**src/rtl/serial_subtractor_if.sv**
```systemverilog
// Handshake and operand/result bundle for the bit-serial subtractor.
// The master side issues requests; the slave side is the subtractor itself.
interface serial_subtractor_if #(
    parameter int unsigned WIDTH = 8
);
    logic             start;
    logic [WIDTH-1:0] a;
    logic [WIDTH-1:0] b;
    logic             busy;
    logic             done;
    logic [WIDTH-1:0] diff;
    logic             borrow;

    modport master (
        output start,
        output a,
        output b,
        input  busy,
        input  done,
        input  diff,
        input  borrow
    );

    modport slave (
        input  start,
        input  a,
        input  b,
        output busy,
        output done,
        output diff,
        output borrow
    );
endinterface

```
**src/rtl/serial_subtractor.sv**
```systemverilog
// Bit-serial unsigned subtractor: diff = a - b, LSB first, one bit per clock,
// built from a single full-subtractor cell and a borrow flop.
module serial_subtractor #(
    parameter int unsigned WIDTH = 8
) (
    input logic                clk,
    input logic                rst_n,
    serial_subtractor_if.slave bus
);
    localparam int unsigned CntW = $clog2(WIDTH + 1);
    localparam logic [CntW-1:0] LastCnt = CntW'(WIDTH - 1);

    typedef enum logic [0:0] {StIdle, StRun} state_e;

    state_e           state_q, state_d;
    logic [WIDTH-1:0] ra_q, ra_d;
    logic [WIDTH-1:0] rb_q, rb_d;
    logic [WIDTH-1:0] res_q, res_d;
    logic             bin_q, bin_d;
    logic [CntW-1:0]  cnt_q, cnt_d;
    logic [WIDTH-1:0] diff_q, diff_d;
    logic             borrow_q, borrow_d;
    logic             done_q, done_d;

    // Full-subtractor cell on the current LSBs.
    logic d_bit;
    logic bout;
    assign d_bit = ra_q[0] ^ rb_q[0] ^ bin_q;
    assign bout  = (~ra_q[0] & rb_q[0]) | (~(ra_q[0] ^ rb_q[0]) & bin_q);

    always_comb begin
        state_d  = state_q;
        ra_d     = ra_q;
        rb_d     = rb_q;
        res_d    = res_q;
        bin_d    = bin_q;
        cnt_d    = cnt_q;
        diff_d   = diff_q;
        borrow_d = borrow_q;
        done_d   = 1'b0;

        unique case (state_q)
            StIdle: begin
                if (bus.start) begin
                    ra_d    = bus.a;
                    rb_d    = bus.b;
                    bin_d   = 1'b0;
                    cnt_d   = '0;
                    state_d = StRun;
                end
            end
            StRun: begin
                ra_d             = ra_q >> 1;
                rb_d             = rb_q >> 1;
                // New bit enters at the MSB so the result is aligned after WIDTH shifts.
                res_d            = res_q >> 1;
                res_d[WIDTH-1]   = d_bit;
                bin_d            = bout;
                cnt_d            = cnt_q + CntW'(1);
                if (cnt_q == LastCnt) begin
                    diff_d   = res_d;
                    borrow_d = bout;
                    done_d   = 1'b1;
                    state_d  = StIdle;
                end
            end
            default: state_d = StIdle;
        endcase
    end

    always_ff @(posedge clk or negedge rst_n) begin
        if (!rst_n) begin
            state_q  <= StIdle;
            ra_q     <= '0;
            rb_q     <= '0;
            res_q    <= '0;
            bin_q    <= 1'b0;
            cnt_q    <= '0;
            diff_q   <= '0;
            borrow_q <= 1'b0;
            done_q   <= 1'b0;
        end else begin
            state_q  <= state_d;
            ra_q     <= ra_d;
            rb_q     <= rb_d;
            res_q    <= res_d;
            bin_q    <= bin_d;
            cnt_q    <= cnt_d;
            diff_q   <= diff_d;
            borrow_q <= borrow_d;
            done_q   <= done_d;
        end
    end

    assign bus.busy   = (state_q == StRun);
    assign bus.done   = done_q;
    assign bus.diff   = diff_q;
    assign bus.borrow = borrow_q;

    // done is only raised on the transition back to idle.
    done_not_busy_a : assert property (@(posedge clk) disable iff (!rst_n)
        !(bus.done && bus.busy));
endmodule

```
**src/flat_wrapper.sv**
```systemverilog
// flat-port wrapper written by rule: the top's interface ports become plain ports
module serial_subtractor_flat 
#(
    parameter int unsigned WIDTH = 8
)
  (clk, rst_n, bus_start, bus_a, bus_b, bus_busy, bus_done, bus_diff, bus_borrow);
  serial_subtractor_if #(.WIDTH(WIDTH)) bus_i ();
  input logic clk;
  input logic rst_n;
  input wire logic [$bits(bus_i.start)-1:0] bus_start;
  input wire logic [$bits(bus_i.a)-1:0] bus_a;
  input wire logic [$bits(bus_i.b)-1:0] bus_b;
  output wire logic [$bits(bus_i.busy)-1:0] bus_busy;
  output wire logic [$bits(bus_i.done)-1:0] bus_done;
  output wire logic [$bits(bus_i.diff)-1:0] bus_diff;
  output wire logic [$bits(bus_i.borrow)-1:0] bus_borrow;
  assign bus_i.start = bus_start;
  assign bus_i.a = bus_a;
  assign bus_i.b = bus_b;
  assign bus_busy = bus_i.busy;
  assign bus_done = bus_i.done;
  assign bus_diff = bus_i.diff;
  assign bus_borrow = bus_i.borrow;
  serial_subtractor #(.WIDTH(WIDTH)) u_core (.clk(clk), .rst_n(rst_n), .bus(bus_i));
endmodule
```
**config.mk**
```make
export PLATFORM = sky130hd
export DESIGN_NAME = serial_subtractor_flat
export DESIGN_NICKNAME = d
export VERILOG_FILES = /design/src/rtl/serial_subtractor_if.sv /design/src/rtl/serial_subtractor.sv /design/src/flat_wrapper.sv
export SDC_FILE = /design/constraint.sdc
export NUM_CORES = 1
export LEC_CHECK = 0
export ABC_CLOCK_PERIOD_IN_PS = 1340
export CORE_MARGIN = 5
export CORE_UTILIZATION = 36
export DETAILED_ROUTE_END_ITERATION = 10
export SLEW_MARGIN = 20
export SYNTH_ARGS = -nofsm -noshare
export SYNTH_HDL_FRONTEND = slang
export SYNTH_SLANG_ARGS = --single-unit
```
**constraint.sdc**
```tcl
create_clock -name clk -period 1.34 [get_ports clk]
set_input_delay 0.402 -clock clk [delete_from_list [all_inputs] [get_ports clk]]
set_output_delay 0.402 -clock clk [all_outputs]
set_load 0.01 [all_outputs]
```
# [Yosys cells after proc, flatten, opt, wreduce, memory -nomap -nowiden]
# Index checks and enable logic that the tools add are counted.
[totals] regBits=40 latchBits=0 input_bits=19 ramBits=0 word_cells=34 out_inout_bits=11 memories=0 romBits=0
[classes] mux=13 n_div=0 shifts=0 reduce_logical=1 n_addsub=1 eq_ne=2 n_lt_le_gt_ge=0 mul=0 bitwise=8
[ops] operator="8-bit case mux with 2 select lines" count=2
[ops] operator="8-bit 2-to-1 mux" count=2
[ops] operator="4-bit case mux with 2 select lines" count=1
[ops] operator="1-bit 2-to-1 mux" count=5
[ops] operator="4-bit by 1-bit adder with 4-bit output, second input constant" count=1
[ops] operator="4-bit by 3-bit == test with 1-bit output, second input constant" count=1
[ops] operator="4-bit 2-to-1 mux" count=1
[ops] operator="1-bit case mux with 2 select lines" count=2
[ops] operator="1-bit NOT" count=3
[ops] operator="1-bit AND" count=2
[ops] operator="2-bit inequality test, second input constant" count=1
[ops] operator="2-bit AND reduction" count=1
[ops] operator="1-bit bitwise XOR" count=2
[ops] operator="1-bit bitwise OR" count=1

# [Logic depth before layout (Yosys ltp)]
[depth] ltp_word=5 depth_mapped=5 mapped_depth_nobuf=4

# [Least setup slack after synthesis]
# Ideal clock, no wire load.
[synth_timing] path_kind="reg2reg" from="reg u_core.cnt_q[0]" to="reg u_core.diff_q[0], in the netlist u_core.bus.diff[0]" arrival_ns=1.212 n_path_buf=1 stages_incl_launch_ff=5 required_ns=1.215 synth_period_minus_slack_ns=1.337 setup_slack_ns=0.003 setup_ns=0.125 path_cell_list="dfrtp_1 -> ha_1 -> nand4b_1 -> buf_4 -> mux2_4"
[synth_via] elab_chain_cells=2
[synth_lines] element="from (decl)" line="serial_subtractor.sv:20" source="logic [CntW-1:0] cnt_q, cnt_d;"
[synth_lines] element="from (signal assigned)" line="serial_subtractor.sv:88" source="cnt_q <= cnt_d;"
[synth_lines] element="4-bit by 3-bit == test with 1-bit output" line="serial_subtractor.sv:60" source="if (cnt_q == LastCnt) begin"
[synth_lines] element="2-bit AND reduction (no source line)"
[synth_lines] element="to (signal assigned)" line="serial_subtractor.sv:89" source="diff_q <= diff_d;"
[synth_lines] element="to (decl)" line="serial_subtractor.sv:21" source="logic [WIDTH-1:0] diff_q, diff_d;"
# No other way between the ends.
# A chain may end at the register's enable or synchronous reset.

# [Worst setup path in the final report]
[layout_timing] from="reg u_core.cnt_q[0]" to="reg u_core.diff_q[2], in the netlist u_core.bus.diff[2]"
# Same word-level chain as after synthesis.

==> results.tsv <==
metric	value	unit
placed cell count	213	
Comb pwr share	39.8	%
vias per std cell	4.82	
Avg WL per Cell	14.3	µm
largest net degree at the start of global routing	40	
sequential share of the synthesized area	59.5	%
row count	24	
dpl hpwl	2270	µm
Slew @ Worst Pin	0.213	ns
Die Ht	77.5	µm
Critical Path Start Type	flop	
Final Hold Violating Endpoints	0	
Routed met3 length	226	µm
xor/xnor share of the synthesized area	1.07	%
WL met1	1410	µm
via count	1071	
Setup Viol. Count Final	0	
DIE WIDTH	77.5	µm
R2R Setup Slk	0.01	ns
ANT cells	0	
clock network power share	15.8	%
first-pass GRT wire length	5560	µm
Num CTS Buffers	5	
Initial Utilization	37.4	%
CTS Buffer Depth	2	
critical path arrival	1.49	ns
Die Area	0.00601	mm²
final period utilization	98.9	%
Switch Pwr	0.00144	W
Yosys top cell by area	dfrtp_1	
routability congestion estimate	0.711	
Mapped Nets	151	
Detail Route Antenna Nets	0	
adder-cell share of the synthesized area	1.98	%
critical path type	flop to flop	
# IOs	30	
Avg Cell Area, Syn	12.6	µm²
fmax	754	MHz
highest metal used	met4	
total grt overflow	0	
DRC	0	
Compound-Gate Fraction of Synth Area	6.40	%
share of layout cells above drive strength 1	24.7	%
Cell variety after synth	19	
Synth warnings	0	
status	finished clean	
vias in the first global route	1167	
Post-Route Utilization	48.9	%
Reg-to-Reg Start	u_core.cnt_q[0]	
CTS tree	done	
Synth top area share	59.5	%
PD cells	2110	mW/mm²
drt total wl	3180	µm
Layout area overhead	30.6	%
Reg2Reg Capture Point	u_core.bus.diff[2]	
Seq pwr share	44.3	%
max cap viols	0	
sw frac	31.8	%
Reg2Reg Depth	4	
largest family of logic cells by synthesized area	multiplexers	
initial antenna violation count	0	
Core ar.	0.00438	mm²
largest cells by area after synthesis	dfrtp_1, mux2i_1, mux2_4	
CTS Root Cell	clkbuf_8	
Max transition margin	85.8	%
number of H-tree levels	2	
WL met2	1470	µm
DRT iter0 DRCs	11	
Tightest Hold Check Type	input pin to asynchronous set/reset pin	
nets	192	
Clock Latency Late Sink	0.29	ns
VDD IR max	0.000656	V
TritonRoute pass-1 iters	4	
Seq cells post-synth	39	
synthesized area	0.00164	mm²
Num Clock Sinks	39	
Final Critical Period	1.33	ns
P_int	0.00308	W
I/O Buffers	29	
static leakage	1.02	nW
crit path max fanout	11	
Layout Skew	0.00536	ns
cell count after synthesis	130	
Crit. End Element	flop	
unrepaired setup endpoints after global routing	true	
clock-pin transition on the worst setup and hold timing paths	0.07	ns
mux contribution to synthesized area	21.6	%
fin cells	222	
Req. time, crit path	1.51	ns
Synth Area in Simple Gates	6.10	%
Tot GR Track Use	11.6	%
Final Slew Violations	0	
-- layer usage --
layer / GRT usage (%) / vias up
met3: 3.94 / 8
met2: 17.6 / 35
met1: 14.6 / 505
met5: 0 / -
met4: 5.84 / 0
li1: - / 523
-- final cells by class --
cell class | count | area (µm²)
Inverter | 4 | 15.0
Timing Repair Buffer | 41 | 387
Clock buffer | 6 | 72.6
Sequential cell | 39 | 976
Fill cell | 399 | 2240
Tap cell | 52 | 65.1
Multi-Input combinational cell | 80 | 628
-- state kept, by name (all words and copies together), names as in the netlist --
signal / flops
u_core.rb_q: 8
u_core.bus.done: 1
u_core.bus.borrow: 1
u_core.bus.diff: 8
u_core.ra_q: 8
u_core.bin_q: 1
u_core.cnt_q: 4
u_core.res_q: 7
u_core.bus.busy: 1
-- cells in the mapped netlist --
library cell / n
fa_1: 1
clkbuf_1: 2
dfrtp_1: 39
mux2i_1: 16
inv_1: 4
nand2_1: 19
xor2_1: 1
nor2_1: 4
o21ai_0: 18
o22ai_1: 1
a22o_1: 1
mux2_4: 7
nand3_1: 1
nand4b_1: 1
buf_4: 3
xnor2_1: 1
mux2_2: 8
ha_1: 1
buf_2: 2
-- worst max-delay path, cell delays in order (launching register included) --
cell      delay, ns
dfrtp_1        0.37
ha_2           0.19
nand4b_1       0.15
buf_12         0.19
mux2_4         0.29
-- cells by family after synthesis --
family                   count (synthesis)
flip-flops                              39
multiplexers                            31
AO/OA/AOI/OAI                           20
buffers and inverters                   11
XOR/XNOR                                 2
AND/OR/NAND/NOR                         25
adder cells (fa/ha/maj)                  2
-- per-stage QoR --
stage | hold slack (ns) | setup TNS, ns | cell area, µm² | setup WS [ns] | power [W]
floorplan | 0.106 | 0 | 1640 | 0.00311 | 0.00304
global placement | 0.382 | -3.10 | 2060 | -0.180 | 0.00373
detailed placement | 0.387 | -3.96 | 2060 | -0.245 | 0.00384
CTS | 0.0788 | -0.00620 | 2150 | -0.00587 | 0.00454
global route | 0.0927 | -0.298 | 2140 | -0.0425 | 0.00490
finish | 0.0744 | 0 | 2140 | 0.0143 | 0.00452
-- cells in the final DEF (no fill, tap or decap), drive strengths merged --
master / n
ha: 1
clkbuf: 11
a22o: 1
o22ai: 1
mux2: 15
nor2: 4
nand4b: 1
fa: 1
inv: 4
o21ai: 18
nand3: 1
clkdlybuf4s15: 5
nand2: 19
clkdlybuf4s50: 17
buf: 14
dfrtp: 39
mux2i: 16
xnor2: 1
xor2: 1
-- how the worst max path moves through the flow --
stage	start	endpoint	slack [ns]	cells after the start
floorplan	u_core.cnt_q[0]	u_core.bus.diff[0]	0.003	4
global placement	bus_start	u_core.cnt_q[1]	-0.18	4
detailed placement	bus_start	u_core.cnt_q[0]	-0.24	5
CTS	u_core.bus.busy	bus_busy	-0.006	1
global route	u_core.cnt_q[0]	u_core.bus.diff[4]	-0.04	4
finish	u_core.cnt_q[0]	u_core.bus.diff[2]	0.01	4
-- repair_timing --
| action | in CTS | in global routing |
|---|---|---|
| pin swaps | 1 | 2 |
| endpoints found under the setup margin | 20 | 19 |
| hold buffers | 0 | 0 |
| cloned | 0 | 0 |
| gates resized for setup | 25 | 11 |
| setup buffers | 1 | 2 |
-- power by group through the flow --
| stage | registers, W | logic, W | clock network (W) |
|---|---|---|---|
| 2_1_floorplan | 0.00202 | 0.00102 | 0 |
| 3_3_place_gp | 0.00199 | 0.00174 | 0 |
| 3_5_place_dp | 0.00203 | 0.00180 | 0 |
| 4_1_cts | 0.00201 | 0.00178 | 0.000749 |
| 5_1_grt | 0.00208 | 0.00201 | 0.000804 |
| 6_report | 0.00200 | 0.00180 | 0.000717 |
Power figures use the tool's default switching activity.
